## src/rtl/pool_seq.sv

```systemverilog
// pool_seq: runs a pool engine through up to NUM_LAYERS configured layers per go request.
// Define POOL_SEQ_TIMEOUT_EN to add a TO_W-bit watchdog on the engine done handshake.
module pool_seq #(
    parameter int unsigned NUM_LAYERS = 4,
    parameter int unsigned TO_W       = 20
) (
    input  logic                          CLK,
    input  logic                          RESET,
    input  logic                          cfg_we,
    input  logic [$clog2(NUM_LAYERS)-1:0] cfg_idx,
    input  logic [5:0]                    cfg_flen,
    input  logic [8:0]                    cfg_in_channel,
    input  logic [$clog2(NUM_LAYERS):0]   cfg_num,
    input  logic                          go,
    input  logic                          abort,
    output logic                          pool_start,
    input  logic                          pool_done,
    output logic [5:0]                    flen,
    output logic [8:0]                    in_channel,
    output logic                          busy,
    output logic                          run_done,
    output logic                          err,
    output logic [$clog2(NUM_LAYERS)-1:0] cur_layer,
    output logic [31:0]                   total_cycles
);
    localparam int unsigned IDX_W  = $clog2(NUM_LAYERS);
    localparam int unsigned NUM_W  = IDX_W + 1;
    localparam int unsigned FLEN_W = 6;
    localparam int unsigned CH_W   = 9;
    localparam int unsigned TOT_W  = 32;

    if (NUM_LAYERS < 2 || TO_W < 2) begin : g_bad_params
        $error("pool_seq: NUM_LAYERS and TO_W must both be at least 2");
    end

    typedef enum logic [2:0] {
        IDLE, LOAD, START, WAIT, RELEASE, NEXT, FINISH, ERROR
    } state_t;

    state_t              state, state_d;
    logic [FLEN_W-1:0]   flen_tab [NUM_LAYERS];
    logic [CH_W-1:0]     ch_tab   [NUM_LAYERS];
    logic [NUM_W-1:0]    num_q, num_d;
    logic                drain_q, drain_d;
    logic                pool_start_d, busy_d, run_done_d, err_d;
    logic [FLEN_W-1:0]   flen_d;
    logic [CH_W-1:0]     in_ch_d;
    logic [IDX_W-1:0]    cur_d, nxt_layer;
    logic [TOT_W-1:0]    total_d;
    logic                num_ok, last_layer;

`ifdef POOL_SEQ_TIMEOUT_EN
    localparam logic [TO_W-1:0] WDOG_LAST = {{(TO_W-1){1'b1}}, 1'b0};
    logic [TO_W-1:0] wdog, wdog_d;
`endif

    assign num_ok     = (cfg_num != '0) && (32'(cfg_num) <= NUM_LAYERS);
    assign nxt_layer  = cur_layer + IDX_W'(1);
    assign last_layer = (NUM_W'(cur_layer) + NUM_W'(1)) == num_q;

    // Layer table: writable only while idle
    always_ff @(posedge CLK) begin
        if (RESET) begin
            for (int unsigned i = 0; i < NUM_LAYERS; i++) begin
                flen_tab[i] <= '0;
                ch_tab[i]   <= '0;
            end
        end else if (cfg_we && state == IDLE) begin
            flen_tab[cfg_idx] <= cfg_flen;
            ch_tab[cfg_idx]   <= cfg_in_channel;
        end
    end

    always_ff @(posedge CLK) begin
        if (RESET) state <= IDLE;
        else       state <= state_d;
    end

    // Next state and next values of every registered output
    always_comb begin
        state_d      = state;
        pool_start_d = pool_start;
        flen_d       = flen;
        in_ch_d      = in_channel;
        cur_d        = cur_layer;
        err_d        = err;
        num_d        = num_q;
        drain_d      = drain_q;
        total_d      = busy ? ((total_cycles == '1) ? total_cycles : total_cycles + TOT_W'(1))
                            : total_cycles;
`ifdef POOL_SEQ_TIMEOUT_EN
        wdog_d       = wdog;
`endif
        unique case (state)
            IDLE, ERROR: begin
                if (go && !abort) begin
                    if (num_ok) begin
                        state_d = LOAD;
                        num_d   = cfg_num;
                        err_d   = 1'b0;
                        drain_d = 1'b0;
                        total_d = '0;
                    end else begin
                        state_d = IDLE;
                        err_d   = 1'b1;
                    end
                end
            end
            LOAD: begin
                cur_d   = '0;
                flen_d  = flen_tab[0];
                in_ch_d = ch_tab[0];
                state_d = START;
            end
            START: begin
                pool_start_d = 1'b1;
                state_d      = WAIT;
`ifdef POOL_SEQ_TIMEOUT_EN
                wdog_d       = '0;
`endif
            end
            WAIT: begin
                if (pool_done) begin
                    pool_start_d = 1'b0;
                    state_d      = RELEASE;
                end
`ifdef POOL_SEQ_TIMEOUT_EN
                else if (wdog == WDOG_LAST) begin
                    pool_start_d = 1'b0;
                    err_d        = 1'b1;
                    state_d      = ERROR;
                end else begin
                    wdog_d = wdog + TO_W'(1);
                end
`endif
            end
            RELEASE: begin
                if (!pool_done) begin
                    state_d = drain_q ? IDLE : NEXT;
                    drain_d = 1'b0;
                end
            end
            NEXT: begin
                if (last_layer) begin
                    state_d = FINISH;
                end else begin
                    cur_d   = nxt_layer;
                    flen_d  = flen_tab[nxt_layer];
                    in_ch_d = ch_tab[nxt_layer];
                    state_d = START;
                end
            end
            FINISH:  state_d = IDLE;
            default: state_d = IDLE;
        endcase
        // Abort drains the engine handshake, then returns to IDLE without run_done
        if (abort && busy) begin
            pool_start_d = 1'b0;
            state_d      = RELEASE;
            drain_d      = 1'b1;
        end
        busy_d     = (state_d != IDLE) && (state_d != ERROR);
        run_done_d = (state_d == FINISH);
    end

    always_ff @(posedge CLK) begin
        if (RESET) begin
            pool_start   <= 1'b0;
            flen         <= '0;
            in_channel   <= '0;
            busy         <= 1'b0;
            run_done     <= 1'b0;
            err          <= 1'b0;
            cur_layer    <= '0;
            total_cycles <= '0;
            num_q        <= '0;
            drain_q      <= 1'b0;
        end else begin
            pool_start   <= pool_start_d;
            flen         <= flen_d;
            in_channel   <= in_ch_d;
            busy         <= busy_d;
            run_done     <= run_done_d;
            err          <= err_d;
            cur_layer    <= cur_d;
            total_cycles <= total_d;
            num_q        <= num_d;
            drain_q      <= drain_d;
        end
    end

`ifdef POOL_SEQ_TIMEOUT_EN
    always_ff @(posedge CLK) begin
        if (RESET) wdog <= '0;
        else       wdog <= wdog_d;
    end
`endif

endmodule

```

## config.mk

```make
export PLATFORM = sky130hd
export DESIGN_NAME = pool_seq
export DESIGN_NICKNAME = d
export VERILOG_FILES = /design/src/rtl/pool_seq.sv
export SDC_FILE = /design/constraint.sdc
export NUM_CORES = 1
export LEC_CHECK = 0
export ABC_CLOCK_PERIOD_IN_PS = 2700
export CORE_ASPECT_RATIO = 1.5
export CORE_MARGIN = 4
export CORE_UTILIZATION = 50
export DETAILED_ROUTE_END_ITERATION = 8
export PLACE_DENSITY = 0.76
export SKIP_LAST_GASP = 1
export SLEW_MARGIN = 20
export SYNTH_ARGS = -nofsm -noshare
export SYNTH_HDL_FRONTEND = slang
export SYNTH_SLANG_ARGS = --single-unit
```

## constraint.sdc

```tcl
create_clock -name CLK -period 2.7 [get_ports CLK]
set_clock_uncertainty 0.2 [all_clocks]
set_input_delay 0.54 -clock CLK [delete_from_list [all_inputs] [get_ports CLK]]
set_output_delay 0.54 -clock CLK [all_outputs]
set_load 0.03 [all_outputs]
```

==> impl_metrics.ini <==
[route]
detail_route.drc_violations = 0
drt_pass1_iterations = 4
detailroute.via_count = 4535
avgRoutedWirePerCell_um = 16.7
finalWirelength_um = 13300
initialDrtViolationCount = 189
drtAntennaViolNets = 0
post_drt_via_cell_ratio = 5.70

[synthesis]
syn_area_per_cell_um2 = 9.97
synth-edff-count = 60
synth_sequential_area_ratio_pct = 55.1
yosys.area_share.simple_pct = 25.1
ys.flop_type = sky130_fd_sc_hd__edfxtp_1
synth_xor_xnor_area_share_pct = 0.803
mappedNetlistArea_um2 = 5450
syn-instance-count = 547
yosys-mux-area-fraction_pct = 1.47
main_combinational_cell_family_by_area_after_synthesis = simple AND/OR/NAND/NOR gates
ys_seq_elements = 120
post-synth-top-count-cell = sky130_fd_sc_hd__and2_1
synth.net_count = 575
ys_types = 49
compound_cell_area_share_of_the_yosys_netlist_pct = 14.2
yosys_warnings = 0
post-synth-top-area-cell = sky130_fd_sc_hd__edfxtp_1
async_flop_share_pct = 0
adder_cell_share_of_the_synthesized_area_pct = 0.459
synth.area.top_cells = sky130_fd_sc_hd__edfxtp_1, sky130_fd_sc_hd__dfxtp_1, sky130_fd_sc_hd__and2_1
synthTopCellsByCount = sky130_fd_sc_hd__and2_1, sky130_fd_sc_hd__dfxtp_1, sky130_fd_sc_hd__edfxtp_1
post-synth-top-area-fraction_pct = 33.1

[sta]
finalSetupViolations = 0
relSlewSlack_pct = 41.0
fmax_achieved_mhz = 399
grt_setup_unrepaired = no
report.final.hold_viol_count = 0
post-route-worst-setup-slack_ns = 0.191
min_period_ns = 2.51
max_slew.worst_pin.slew_ns = 0.882
final_min_period_over_clock_period_pct = 92.9
fin_setup_tns_ns = 0
worst_hold_margin_ns = 0.257
final_max_slew_viol_count = 0

[run_status]
result_of_the_run = finished, final reports clean

[power]
power_density_nw_per_um2 = 743
report.power.total_w = 0.00524
cellLeakagePower_nw = 2.42
vdd_ir_drop_max_mv = 0.469

[cts]
cts-hold-fix-buffers = 0
post_cts.resized_instances = 0
cts.clk_slew.worst_paths_ns = 0.05
clk_sinks = 120
worstSkewPairLatency_ns = 0.41
clockBufferDepth = 2
post_cts.repair.setup_buffers = 0
tritoncts = done
htree_levels = 4
cts_made_buffers = 17
clk_root_buffer_cell = sky130_fd_sc_hd__clkbuf_16

[floorplanning]
core_um2 = 10600
site_rows = 46
die_area_um2 = 12700
ioPinCount = 79
floorplan.die.height_um = 136
initial_utilization_pct = 51.2
chipWidth_um = 93.3

[critical_path]
crit_path_max_incr_delay_ns = 0.73
worst-setup-path-type = flop to primary output
slowest_library_cell_on_the_worst_path = sky130_fd_sc_hd__clkdlybuf4s50_1
cp_data_required_time_ns = 1.96
arrival_ns = 1.77
worstPathCellList = buf_4, clkdlybuf4s50_1
reg2reg_from = cur_layer[1]$_SDFFE_PP0P_
timing.reg2reg.setup_slack_ns = 0.27
reg2reg_path_depth = 7
worst_setup_path_start_kind = flop
worst_r2r_endpoint = flen[3]$_SDFFE_PP0P_
endpoint_kind = primary output
largest_fanout_of_any_net_on_the_critical_path = 21

[global_routing]
global_route_wire_length_before_repair_um = 21600
grt_pass1_vias = 4535
grt_antenna_before_repair = 0
global_route.overflow_total = 0
grt.total_usage_pct = 22.0
grt_start_max_net_pins = 40

[place]
preCtsSetupSlack_ns = 0.107
routabilityCongestion = 0.853
place.port_buffers = 78
dp_hpwl_um = 9310

[final_layout]
layout.nets = 666
num_antenna_cells = 0
fillerInstances = 820
final_layout_size_suffix_gt1_share_pct = 9.98
layout-area-overhead-vs-synth_pct = 29.5

[hold_path]
hp-start = in_channel[8]$_SDFFE_PP0P_
whs_endpoint = in_channel[8]$_SDFFE_PP0P_
hold_path_class = flop to flop
hold_crit_depth = 2

[flow_run]
maxCapViolations = 0
metrics by stage:
stage	util, %	instance area (um^2)	std cells
global placement	61.1	6500	763
global route	66.3	7060	795
floorplan	-	5450	547
finish	66.3	7060	795
detailed placement	61.1	6500	763
CTS	66.3	7060	795
sequential cells by signal, indices dropped and copies added (netlist names):
signal	flops
ch_tab	36
total_cycles	32
flen_tab	24
in_channel	9
flen	6
num_q	3
state	3
cur_layer	2
busy	1
drain_q	1
err	1
pool_start	1
run_done	1
kinds of logic after synthesis:
kind of cell               count (synthesis)
AOI/OAI and AO/OA                        122
DFF                                      120
adders and majority gates                  2
buffers and inverters                     40
xor gates and xnor gates                   5
and+or+nand+nor                          250
muxes                                      8
how the worst max path moves through the flow:
| stage | from | endpoint | slack (ns) |
|---|---|---|---|
| 2_1_floorplan | total_cycles[6]$_SDFF_PP0_ | total_cycles[20]$_SDFF_PP0_ | 0.22 |
| 4_1_cts | cur_layer[0]$_SDFFE_PP0P_ | cur_layer[0] | 0.18 |
| 6_report | cur_layer[0]$_SDFFE_PP0P_ | cur_layer[0] | 0.19 |
| 3_3_place_gp | RESET | ch_tab[3][1]$_DFFE_PP_ | 0.18 |
| 3_5_place_dp | RESET | ch_tab[3][0]$_DFFE_PP_ | 0.11 |
| 5_1_grt | cur_layer[1]$_SDFFE_PP0P_ | flen[3]$_SDFFE_PP0P_ | 0.07 |
worst max-delay path, delay by kind of cell (launching register included):
kind	cells	cell delay [ns]
buf+inv	2	1.01
flops	1	0.34
routing by layer:
metal	global-route usage (%)	part of all wire (%)	up-vias
met5	0	0	-
met4	10.5	3.2	0
met3	4.87	4.8	39
met2	41.5	55	147
met1	22.6	37	2143
li1	-	-	2206
final cells by class:
cell class / instances / area [um^2] / area share (%)
well taps: 144 / 180 / 2.55
multi-input cells: 387 / 2300 / 32.5
repair buffers: 102 / 986 / 14.0
flip-flops and latches: 120 / 3000 / 42.5
inverters: 10 / 37.5 / 0.532
clock buffers: 17 / 425 / 6.03
clock inverters: 15 / 130 / 1.84
where the power goes:
part,internal (W),switching (W)
Clock,0.00126,0.000814
Combinational,0.000393,0.000588
Sequential,0.00209,0.0000985
Total,0.00374,0.00150
cell usage in the layout (no fill, tap or decap), types with 8 or more instances in the layout:
master and count:
sky130_fd_sc_hd__or3_1 14, sky130_fd_sc_hd__or4_1 11, sky130_fd_sc_hd__inv_1 10, sky130_fd_sc_hd__nand2_1 52, sky130_fd_sc_hd__nor2_1 32, sky130_fd_sc_hd__clkbuf_16 17, sky130_fd_sc_hd__a21oi_1 46, sky130_fd_sc_hd__o21ai_0 14
sky130_fd_sc_hd__o211ai_1 15, sky130_fd_sc_hd__clkdlybuf4s50_1 78, sky130_fd_sc_hd__o31ai_1 11, sky130_fd_sc_hd__and2_1 63, sky130_fd_sc_hd__buf_4 22, sky130_fd_sc_hd__nor3_1 8, sky130_fd_sc_hd__edfxtp_1 60, sky130_fd_sc_hd__nand3_1 31
sky130_fd_sc_hd__mux2i_1 8, sky130_fd_sc_hd__dfxtp_1 60, sky130_fd_sc_hd__a22oi_1 14
(Power assumes the default switching activity.)
